===== src/rtl/button_conditioner_pkg.sv =====
// Shared colour codes, conditioner FSM states and small helpers for the button path.
package button_conditioner_pkg;

  localparam logic [1:0] COL_0 = 2'b00;
  localparam logic [1:0] COL_1 = 2'b01;
  localparam logic [1:0] COL_2 = 2'b10;
  localparam logic [1:0] COL_3 = 2'b11;

  typedef enum logic [2:0] {
    ST_IDLE     = 3'd0,
    ST_DEBOUNCE = 3'd1,
    ST_HELD     = 3'd2,
    ST_RELEASE  = 3'd3,
    ST_LOCKOUT  = 3'd4
  } state_e;

  function automatic logic [2:0] popcount4(input logic [3:0] v);
    return {2'b00, v[0]} + {2'b00, v[1]} + {2'b00, v[2]} + {2'b00, v[3]};
  endfunction

  // Same bit-to-colour map as the colour decoder; only called with a one-hot value.
  function automatic logic [1:0] enc_colour(input logic [3:0] onehot);
    logic [1:0] col;
    case (onehot)
      4'b0001: col = COL_0;
      4'b0010: col = COL_1;
      4'b0100: col = COL_2;
      4'b1000: col = COL_3;
      default: col = COL_0;
    endcase
    return col;
  endfunction

endpackage


===== src/rtl/button_conditioner_sync_2ff.sv =====
// Two-flop synchroniser bank for asynchronous inputs, asynchronous active-high reset.
module sync_2ff #(
  parameter int WIDTH = 4
) (
  input  logic             clk,
  input  logic             rst,
  input  logic [WIDTH-1:0] d,
  output logic [WIDTH-1:0] q
);

  logic [WIDTH-1:0] meta_q;
  logic [WIDTH-1:0] sync_q;

  always_ff @(posedge clk or posedge rst) begin
    if (rst) begin
      meta_q <= {WIDTH{1'b0}};
      sync_q <= {WIDTH{1'b0}};
    end else begin
      meta_q <= d;
      sync_q <= meta_q;
    end
  end

  assign q = sync_q;

endmodule


===== src/rtl/button_conditioner.sv =====
// Synchronises, debounces and chord-filters four raw colour buttons into one press pulse per press.
module button_conditioner
  import button_conditioner_pkg::*;
#(
  parameter int DEBOUNCE_CYCLES = 50000
) (
  input  logic       clk,
  input  logic       rst,
  input  logic       en,
  input  logic [3:0] btn_raw,
  output logic       press_valid,
  output logic [1:0] press_colour,
  output logic       btn_held,
  output logic       chord_err
);

  localparam int CNT_W = $clog2(DEBOUNCE_CYCLES + 1);
  localparam logic [CNT_W-1:0] CNT_LAST = CNT_W'(DEBOUNCE_CYCLES - 1);

  logic [3:0]       btn_sync;
  logic [2:0]       btn_count;
  state_e           state_q, state_d;
  logic [CNT_W-1:0] cnt_q, cnt_d;
  logic [3:0]       cand_q, cand_d;
  logic             press_valid_q, press_valid_d;
  logic [1:0]       press_colour_q, press_colour_d;
  logic             chord_err_q, chord_err_d;
  logic             btn_held_q, btn_held_d;

  sync_2ff #(.WIDTH(4)) u_sync (
    .clk (clk),
    .rst (rst),
    .d   (btn_raw),
    .q   (btn_sync)
  );

  assign btn_count = popcount4(btn_sync);

  always_comb begin
    state_d        = state_q;
    cnt_d          = cnt_q;
    cand_d         = cand_q;
    press_valid_d  = 1'b0;
    press_colour_d = press_colour_q;
    chord_err_d    = 1'b0;
    case (state_q)
      ST_IDLE: begin
        if (btn_count == 3'd1) begin
          cand_d  = btn_sync;
          cnt_d   = {CNT_W{1'b0}};
          state_d = ST_DEBOUNCE;
        end else if (btn_count != 3'd0) begin
          chord_err_d = 1'b1;
          cnt_d       = {CNT_W{1'b0}};
          state_d     = ST_LOCKOUT;
        end else begin
          state_d = ST_IDLE;
        end
      end
      ST_DEBOUNCE: begin
        if (btn_sync != cand_q) begin
          state_d = ST_IDLE;
        end else if (cnt_q == CNT_LAST) begin
          // Acceptance consumes the press even when reporting is disabled.
          state_d        = ST_HELD;
          press_valid_d  = en;
          press_colour_d = en ? enc_colour(cand_q) : press_colour_q;
        end else begin
          cnt_d = cnt_q + CNT_W'(1);
        end
      end
      ST_HELD: begin
        if (btn_sync == 4'b0000) begin
          cnt_d   = {CNT_W{1'b0}};
          state_d = ST_RELEASE;
        end else begin
          state_d = ST_HELD;
        end
      end
      ST_RELEASE: begin
        if (btn_sync != 4'b0000) begin
          state_d = ST_HELD;
        end else if (cnt_q == CNT_LAST) begin
          state_d = ST_IDLE;
        end else begin
          cnt_d = cnt_q + CNT_W'(1);
        end
      end
      ST_LOCKOUT: begin
        if (btn_sync != 4'b0000) begin
          cnt_d = {CNT_W{1'b0}};
        end else if (cnt_q == CNT_LAST) begin
          state_d = ST_IDLE;
        end else begin
          cnt_d = cnt_q + CNT_W'(1);
        end
      end
      default: begin
        state_d = ST_IDLE;
        cnt_d   = {CNT_W{1'b0}};
      end
    endcase
    btn_held_d = (state_d == ST_HELD) || (state_d == ST_RELEASE);
  end

  always_ff @(posedge clk or posedge rst) begin
    if (rst) begin
      state_q        <= ST_IDLE;
      cnt_q          <= {CNT_W{1'b0}};
      cand_q         <= 4'b0000;
      press_valid_q  <= 1'b0;
      press_colour_q <= 2'b00;
      chord_err_q    <= 1'b0;
      btn_held_q     <= 1'b0;
    end else begin
      state_q        <= state_d;
      cnt_q          <= cnt_d;
      cand_q         <= cand_d;
      press_valid_q  <= press_valid_d;
      press_colour_q <= press_colour_d;
      chord_err_q    <= chord_err_d;
      btn_held_q     <= btn_held_d;
    end
  end

  assign press_valid  = press_valid_q;
  assign press_colour = press_colour_q;
  assign chord_err    = chord_err_q;
  assign btn_held     = btn_held_q;

endmodule


===== config.mk =====
export PLATFORM = sky130hd
export DESIGN_NAME = button_conditioner
export DESIGN_NICKNAME = d
export VERILOG_FILES = /design/src/rtl/button_conditioner_pkg.sv /design/src/rtl/button_conditioner_sync_2ff.sv /design/src/rtl/button_conditioner.sv
export SDC_FILE = /design/constraint.sdc
export NUM_CORES = 1
export LEC_CHECK = 0
export CELL_PAD_IN_SITES_DETAIL_PLACEMENT = 0
export CELL_PAD_IN_SITES_GLOBAL_PLACEMENT = 1
export CORE_MARGIN = 3
export CORE_UTILIZATION = 25
export CTS_CLUSTER_SIZE = 25
export DETAILED_ROUTE_END_ITERATION = 8
export MAX_ROUTING_LAYER = met4
export PLACE_DENSITY = 0.6
export RECOVER_POWER = 100
export SETUP_SLACK_MARGIN = 0.05
export SYNTH_ARGS = -nofsm -noshare
export SYNTH_HDL_FRONTEND = slang
export SYNTH_SLANG_ARGS = --single-unit

===== constraint.sdc =====
create_clock -name clk -period 2.5 [get_ports clk]
set_input_delay 0.375 -clock clk [delete_from_list [all_inputs] [get_ports clk]]
set_output_delay 0.375 -clock clk [all_outputs]
set_load 0.01 [all_outputs]

* Yosys cells after proc, flatten, opt, wreduce, memory -nomap -nowiden
Cells that the tools add are included.
** Operators by class
- $add $sub $neg :: 4
- $mul :: 0
- Div/mod/pow operators :: 0
- $lt $le $gt $ge :: 0
- Equal/unequal tests :: 16
- Shifts and indexed selects :: 0
- Muxes and demuxes :: 24
- Bitwise logic cells :: 1
- Reductions and logical operators :: 8
** Operators with widths (number)
- 16-bit two-way mux :: 7
- 16-bit one-hot mux with 5 select lines :: 1
- 3-bit two-way mux :: 7
- 16-bit by 1-bit adder with 16-bit output (second input constant) :: 1
- 16-bit == test (second input constant) :: 1
- 3-bit one-hot mux with 5 select lines :: 1
- 3-bit by 2-bit == test with 1-bit output (second input constant) :: 4
- 4-bit AND reduction :: 2
- 1-bit two-way mux :: 7
- 3-bit by 1-bit == test with 1-bit output (second input constant) :: 2
- 2-bit inequality test (second input constant) :: 3
- 2-bit one-hot mux with 3 select lines :: 1
- 4-bit by 2-bit == test with 1-bit output (second input constant) :: 1
- 4-bit by 3-bit == test with 1-bit output (second input constant) :: 1
- 4-bit == test (second input constant) :: 1
- 4-bit logical NOT :: 1
- 4-bit inequality test :: 1
- 4-bit nonzero test :: 1
- 2-bit by 1-bit adder with 3-bit output :: 1
- 3-bit by 1-bit adder with 3-bit output :: 1
- 3-bit == test (second input constant) :: 1
- 3-bit logical NOT :: 1
- 3-bit inequality test (second input constant) :: 1
- 3-bit nonzero test :: 1
- 4 further kinds :: 4
** Word-level totals
- Bits in registers :: 36
- Bits in latches :: 0
- Bits in writable memories :: 0
- Bits in read-only memories :: 0
- Bits of input ports :: 7
- Output and inout port bits :: 5
- Word-level logic and storage cells :: 62
- Memories kept :: 0

* Logic depth before layout (Yosys ltp)
- Depth after elaboration :: 9
- Depth in mapped cells :: 11
- Depth with buffers taken out :: 10

* By module
From an unflattened synthesis, not the netlist that was laid out.
** Second synthesis, totals
- Cell total of the unflattened synthesis :: 172
- Area total of the unflattened synthesis :: 1883.1 um^2
** Modules (own cells, without submodules)
- button_conditioner :: instances 1, cells an instance 163, area an instance 1679.1 um^2
- sync_2ff :: instances 1, cells an instance 9, area an instance 203.9 um^2

* Worst setup path before layout
OpenSTA, ideal clock, no wires.
- Path type :: register to register
- Start point :: register u_sync.sync_q[3] (netlist: u_sync.q[3])
- End point :: register cnt_q[4]
- Data arrival time :: 2.447 ns
- Data required time :: 2.423 ns
- Setup slack :: -0.024 ns
- Cell stages (with the launch flop) :: 11
- Clock period less this slack :: 2.524 ns
- Cells stage by stage :: dfrtp_1 inv_1 fa_1 inv_1 ha_1 ha_1 nor3_1 a2bb2oi_4 nand2_4 or4_1 a21oi_1
** On the way
- Word-level cells in the longest chain between the ends :: 4
** Ends and longest elaborated chain
- start: declaration :: RTL line button_conditioner_sync_2ff.sv:12 : logic [WIDTH-1:0] sync_q;
- start signal: assignment :: RTL line button_conditioner_sync_2ff.sv:17 : sync_q <= {WIDTH{1'b0}};
- start signal: assignment :: RTL line button_conditioner_sync_2ff.sv:20 : sync_q <= meta_q;
- 3-bit by 1-bit adder with 3-bit output :: RTL line button_conditioner_pkg.sv:18 : return {2'b00, v[0]} + {2'b00, v[1]} + {2'b00, v[2]} + {2'b00, v[3]};
- 3-bit by 1-bit == test with 1-bit output / 3-bit nonzero test (equally long branches) :: RTL line button_conditioner.sv:48, button_conditioner.sv:52
- 16-bit two-way mux / 3-bit inequality test (equally long branches)
- 16-bit one-hot mux with 5 select lines / 4-bit AND reduction (equally long branches)
- end signal: assignment :: RTL line button_conditioner.sv:109 : cnt_q <= {CNT_W{1'b0}};
- end signal: assignment :: RTL line button_conditioner.sv:117 : cnt_q <= cnt_d;
- end: declaration :: RTL line button_conditioner.sv:23 : logic [CNT_W-1:0] cnt_q, cnt_d;
Several ways; a longest one is shown, not always the timed one.
A chain may end at the register's enable or synchronous reset.

* Final worst setup path
- Start point :: register u_sync.sync_q[0] (netlist: u_sync.q[0])
- End point :: register cnt_q[14]
** On the way
- Word-level cells in the longest chain between the ends :: 6
** Ends and longest elaborated chain (RTL line)
- 1-bit by 1-bit adder with 2-bit output :: button_conditioner_pkg.sv:18
- 2-bit by 1-bit adder with 3-bit output :: button_conditioner_pkg.sv:18
- 3-bit by 1-bit adder with 3-bit output :: button_conditioner_pkg.sv:18
- 3-bit by 1-bit == test with 1-bit output / 3-bit nonzero test (equally long branches) :: button_conditioner.sv:48, button_conditioner.sv:52
- 16-bit two-way mux / 3-bit inequality test (equally long branches)
- 16-bit one-hot mux with 5 select lines / 4-bit AND reduction (equally long branches)
Several ways; a longest one is shown, not always the timed one.

==> impl_metrics.toml <==
[status]
status = "finished, final reports clean"

[power]
switching_share = 0.3041
internal_power_mw = 1.124
pwr-share-clk = 0.316
power.switching_mw = 0.4911
power_mw = 1.615
combPwrFrac = 0.241
power_density_nw_per_um2 = 668.1
pwr-share-seq = 0.443
p_leak_nw = 0.9767
ir_drop_v = 0.0002051

[worst_setup_path]
worstSetupStartpointType = "register"
r2r_cells = 10
r2r-end = "cnt_q[14]"
critPathRequiredTime_ps = 2710
path_class = "reg -> reg"
critical_path.cell_chain = "inv_2 -> fa_1 -> inv_1 -> ha_2 -> ha_4 -> nor3_4 -> a2bb2oi_4 -> nand2_4 -> or4_4 -> a21oi_2"
critPathMaxStageDelay_ps = 530
r2r-start = "u_sync.q[0]"
arrival_ps = 2690
crit_slowest_cell = "fa_1"
cp-end-kind = "register"
cp_max_fo = 6
regToRegSetupSlack_ps = 30
crit_start = "u_sync.q[0]"
endpoint = "cnt_q[14]"

[cts]
postCtsHoldBufs = 0
clock_sinks = 36
h-tree-depth = 2
root_buffer = "clkbuf_8"
clock_latency_ps = 290
clkSlewWorstSetupHoldPaths_ps = 70
cts_tree = "yes"
ctsLongestPathBuffers = 2
cts-buffers-inserted = 5

[route]
drc = 0
via_per_inst = 4.796
postRouteAntennaNets = 0
first_iter_violations = 100
vias = 1482
drt_wl_total_um = 4249
firstDrtPassIters = 4
post_drt_wl_per_cell_um = 13.75

[grt]
grt_antenna_before_repair = 0
grt_pass1_vias = 1504
grt_max_degree = 37
grt_pass1_wl_um = 7314
overflow = 0
grt_usage = 0.1117

[die]
row_count = 30
fp.coreArea_sq_um = 6982
num_io_pins = 12
start_util = 0.2658
die_y_um = 92.15
die_w_um = 92.15
dieArea_sq_um = 8492

[sta]
hold_viol = 0
max_freq_mhz = 404.6
max_slew.worst_pin.slew_ps = 934.6
setup_viol = 0
relSlewSlack = 0.3769
final_max_slew_viol_count = 0
hold_ws_ps = 350.0
period_needed_ps = 2472
rsz0062_at_grt = "true"
fin_skew_ps = 7.593
period_share = 0.9886

[placed_design]
dp_hpwl_um = 2806
port_buffers = 11
gp_congestion = 0.7498

[synthesis]
synthCells = 176
synth_top_area_share = 0.4855
muxShareOfSynthArea = 0.01821
synthTopCellsByArea = "dfrtp_1, xnor2_1, nand3_1, nand2_1, o31ai_1"
syn-num-nets = 188
ys_ff_latch = 36
synth_xor_area_frac = 0.04720
synth_edf_count = 0
synth_top_family_by_area = "simple AND/OR/NAND/NOR gates"
synth-simple-area-share = 0.2515
synth_flop_cell = "dfrtp_1"
synth_area_sq_um = 1856
async_flop_share = 1.000
synth_top_cell_by_area = "dfrtp_1"
ys_warn_count = 0
synth-seq-area-share = 0.4855
synth_fa_ha_area_frac = 0.03776
avgSynthCellArea_sq_um = 10.54
synth_compound_area_frac = 0.1301
ys_types = 42

[final_layout]
seq_area_sq_um = 900.9
multi_input_area_sq_um = 993.5
area_growth_pct = 30.28
fill_cells = 728
diodes = 0
nNetsFinal = 224
layout-drive-gt1-share = 0.2676

[min_path]
min_path_type = "reg -> reg"

[job]
maxCapViolations = 0
layout by cell type, fill, tap and decap left out, drive strengths merged, types with 2 or more instances in the layout:
cell type	n
o21ai	6
dfrtp	36
nand2	17
nand2b	3
inv	8
mux2	3
ha	4
buf	20
nor2	9
xnor2	8
o311ai	2
or3b	2
a31o	2
or3	4
a21oi	9
o31ai	7
nand4	6
dlygate4sd3	10
nor3	7
nand3	13
xor2	2
and4	2
nor4	4
or4	6
clkbuf	7
power by group through the flow:
| stage | logic [mW] | clock network [mW] | registers (mW) |
|---|---|---|---|
| final | 0.389 | 0.510 | 0.715 |
| after global routing | 0.443 | 0.552 | 0.727 |
| after CTS | 0.367 | 0.529 | 0.713 |
| after detailed placement | 0.340 | 0 | 0.725 |
| after global placement | 0.338 | 0 | 0.726 |
| after floorplan | 0.253 | 0 | 0.704 |
worst max-delay path: cells and delay by family (launching register included):
family	cells	cell delay (ps)
DFF	1	360
adders and majority gates	3	980
and+or+nand+nor	3	630
AOI/OAI and AO/OA	2	340
buffers and inverters	2	90
cell families after synthesis:
kind of cell	after synthesis
flip-flops	36
adder cells (fa/ha/maj)	5
multiplexers	3
buffers and inverters	12
AND/OR/NAND/NOR	77
XOR/XNOR	10
AO/OA/AOI/OAI	33
final cells by class:
class                      instances  share of cell area
clock buffer                       6             0.03002
clock inverter                     2             0.01449
inverter                           8             0.01242
multi-input combinational        129              0.4110
sequential                        36              0.3727
tap                               96             0.04969
timing repair buffer              32              0.1097
metal layers:
metal  routed length, um  global-route usage  vias to the layer above
li1                    -                   -                      727
met1                2187              0.1547                      727
met2                1855              0.1588                       23
met3                 128             0.02543                        5
met4                  78             0.04084                        0
met5                   0                   -                        -
registers in the layout (all words and copies together), names as in the netlist:
name	cells
btn_held	1
press_colour	2
u_sync.q	4
state_q	3
u_sync.meta_q	4
cnt_q	16
cand_q	4
chord_err	1
press_valid	1
synth_stat cells (2+ instances only):
library cell  count
nor2_1            9
nor3_1            7
o311ai_0          2
a21oi_1           9
or4_1             6
o31ai_1           7
buf_4             2
or3_1             4
nand2b_1          3
nand2_1          15
and4_1            2
a31o_2            2
nand3_1          12
o21ai_0           6
ha_1              4
mux2_2            3
dfrtp_1          36
buf_2             2
nand4_1           6
inv_1             8
nor4_1            2
xor2_1            2
xnor2_1           8
timing repair:
item | CTS | global route
cloned | 1 | 0
pin swaps | 7 | 7
setup buffers | 6 | 4
endpoints found under the setup margin | 7 | 13
resized for setup | 2 | 11
metrics by stage:
stage | cell area (sq um) | utilization | cells | setup TNS [ps] | setup WS, ps
global route | 2417 | 0.3462 | 309 | -502.8 | -78.74
global placement | 2170 | 0.3108 | 290 | 0 | 49.54
detailed placement | 2170 | 0.3108 | 290 | -52.97 | -18.43
CTS | 2332 | 0.3341 | 305 | 0 | 3.305
floorplan | 1882 | - | 176 | 0 | 39.60
finish | 2417 | 0.3462 | 309 | 0 | 28.41
how the worst min path moves through the flow:
| stage | startpoint | to | slack [ps] | cells after the start |
|---|---|---|---|---|
| after floorplan | u_sync.meta_q[0] | u_sync.q[0] | 330 | 0 |
| after global placement | u_sync.meta_q[0] | u_sync.q[0] | 330 | 0 |
| after detailed placement | u_sync.meta_q[2] | u_sync.q[2] | 330 | 0 |
| after CTS | u_sync.meta_q[2] | u_sync.q[2] | 350 | 0 |
| after global routing | u_sync.meta_q[3] | u_sync.q[3] | 360 | 0 |
| final | u_sync.meta_q[2] | u_sync.q[2] | 350 | 0 |
No activity file was read; power rests on OpenSTA's default activity.
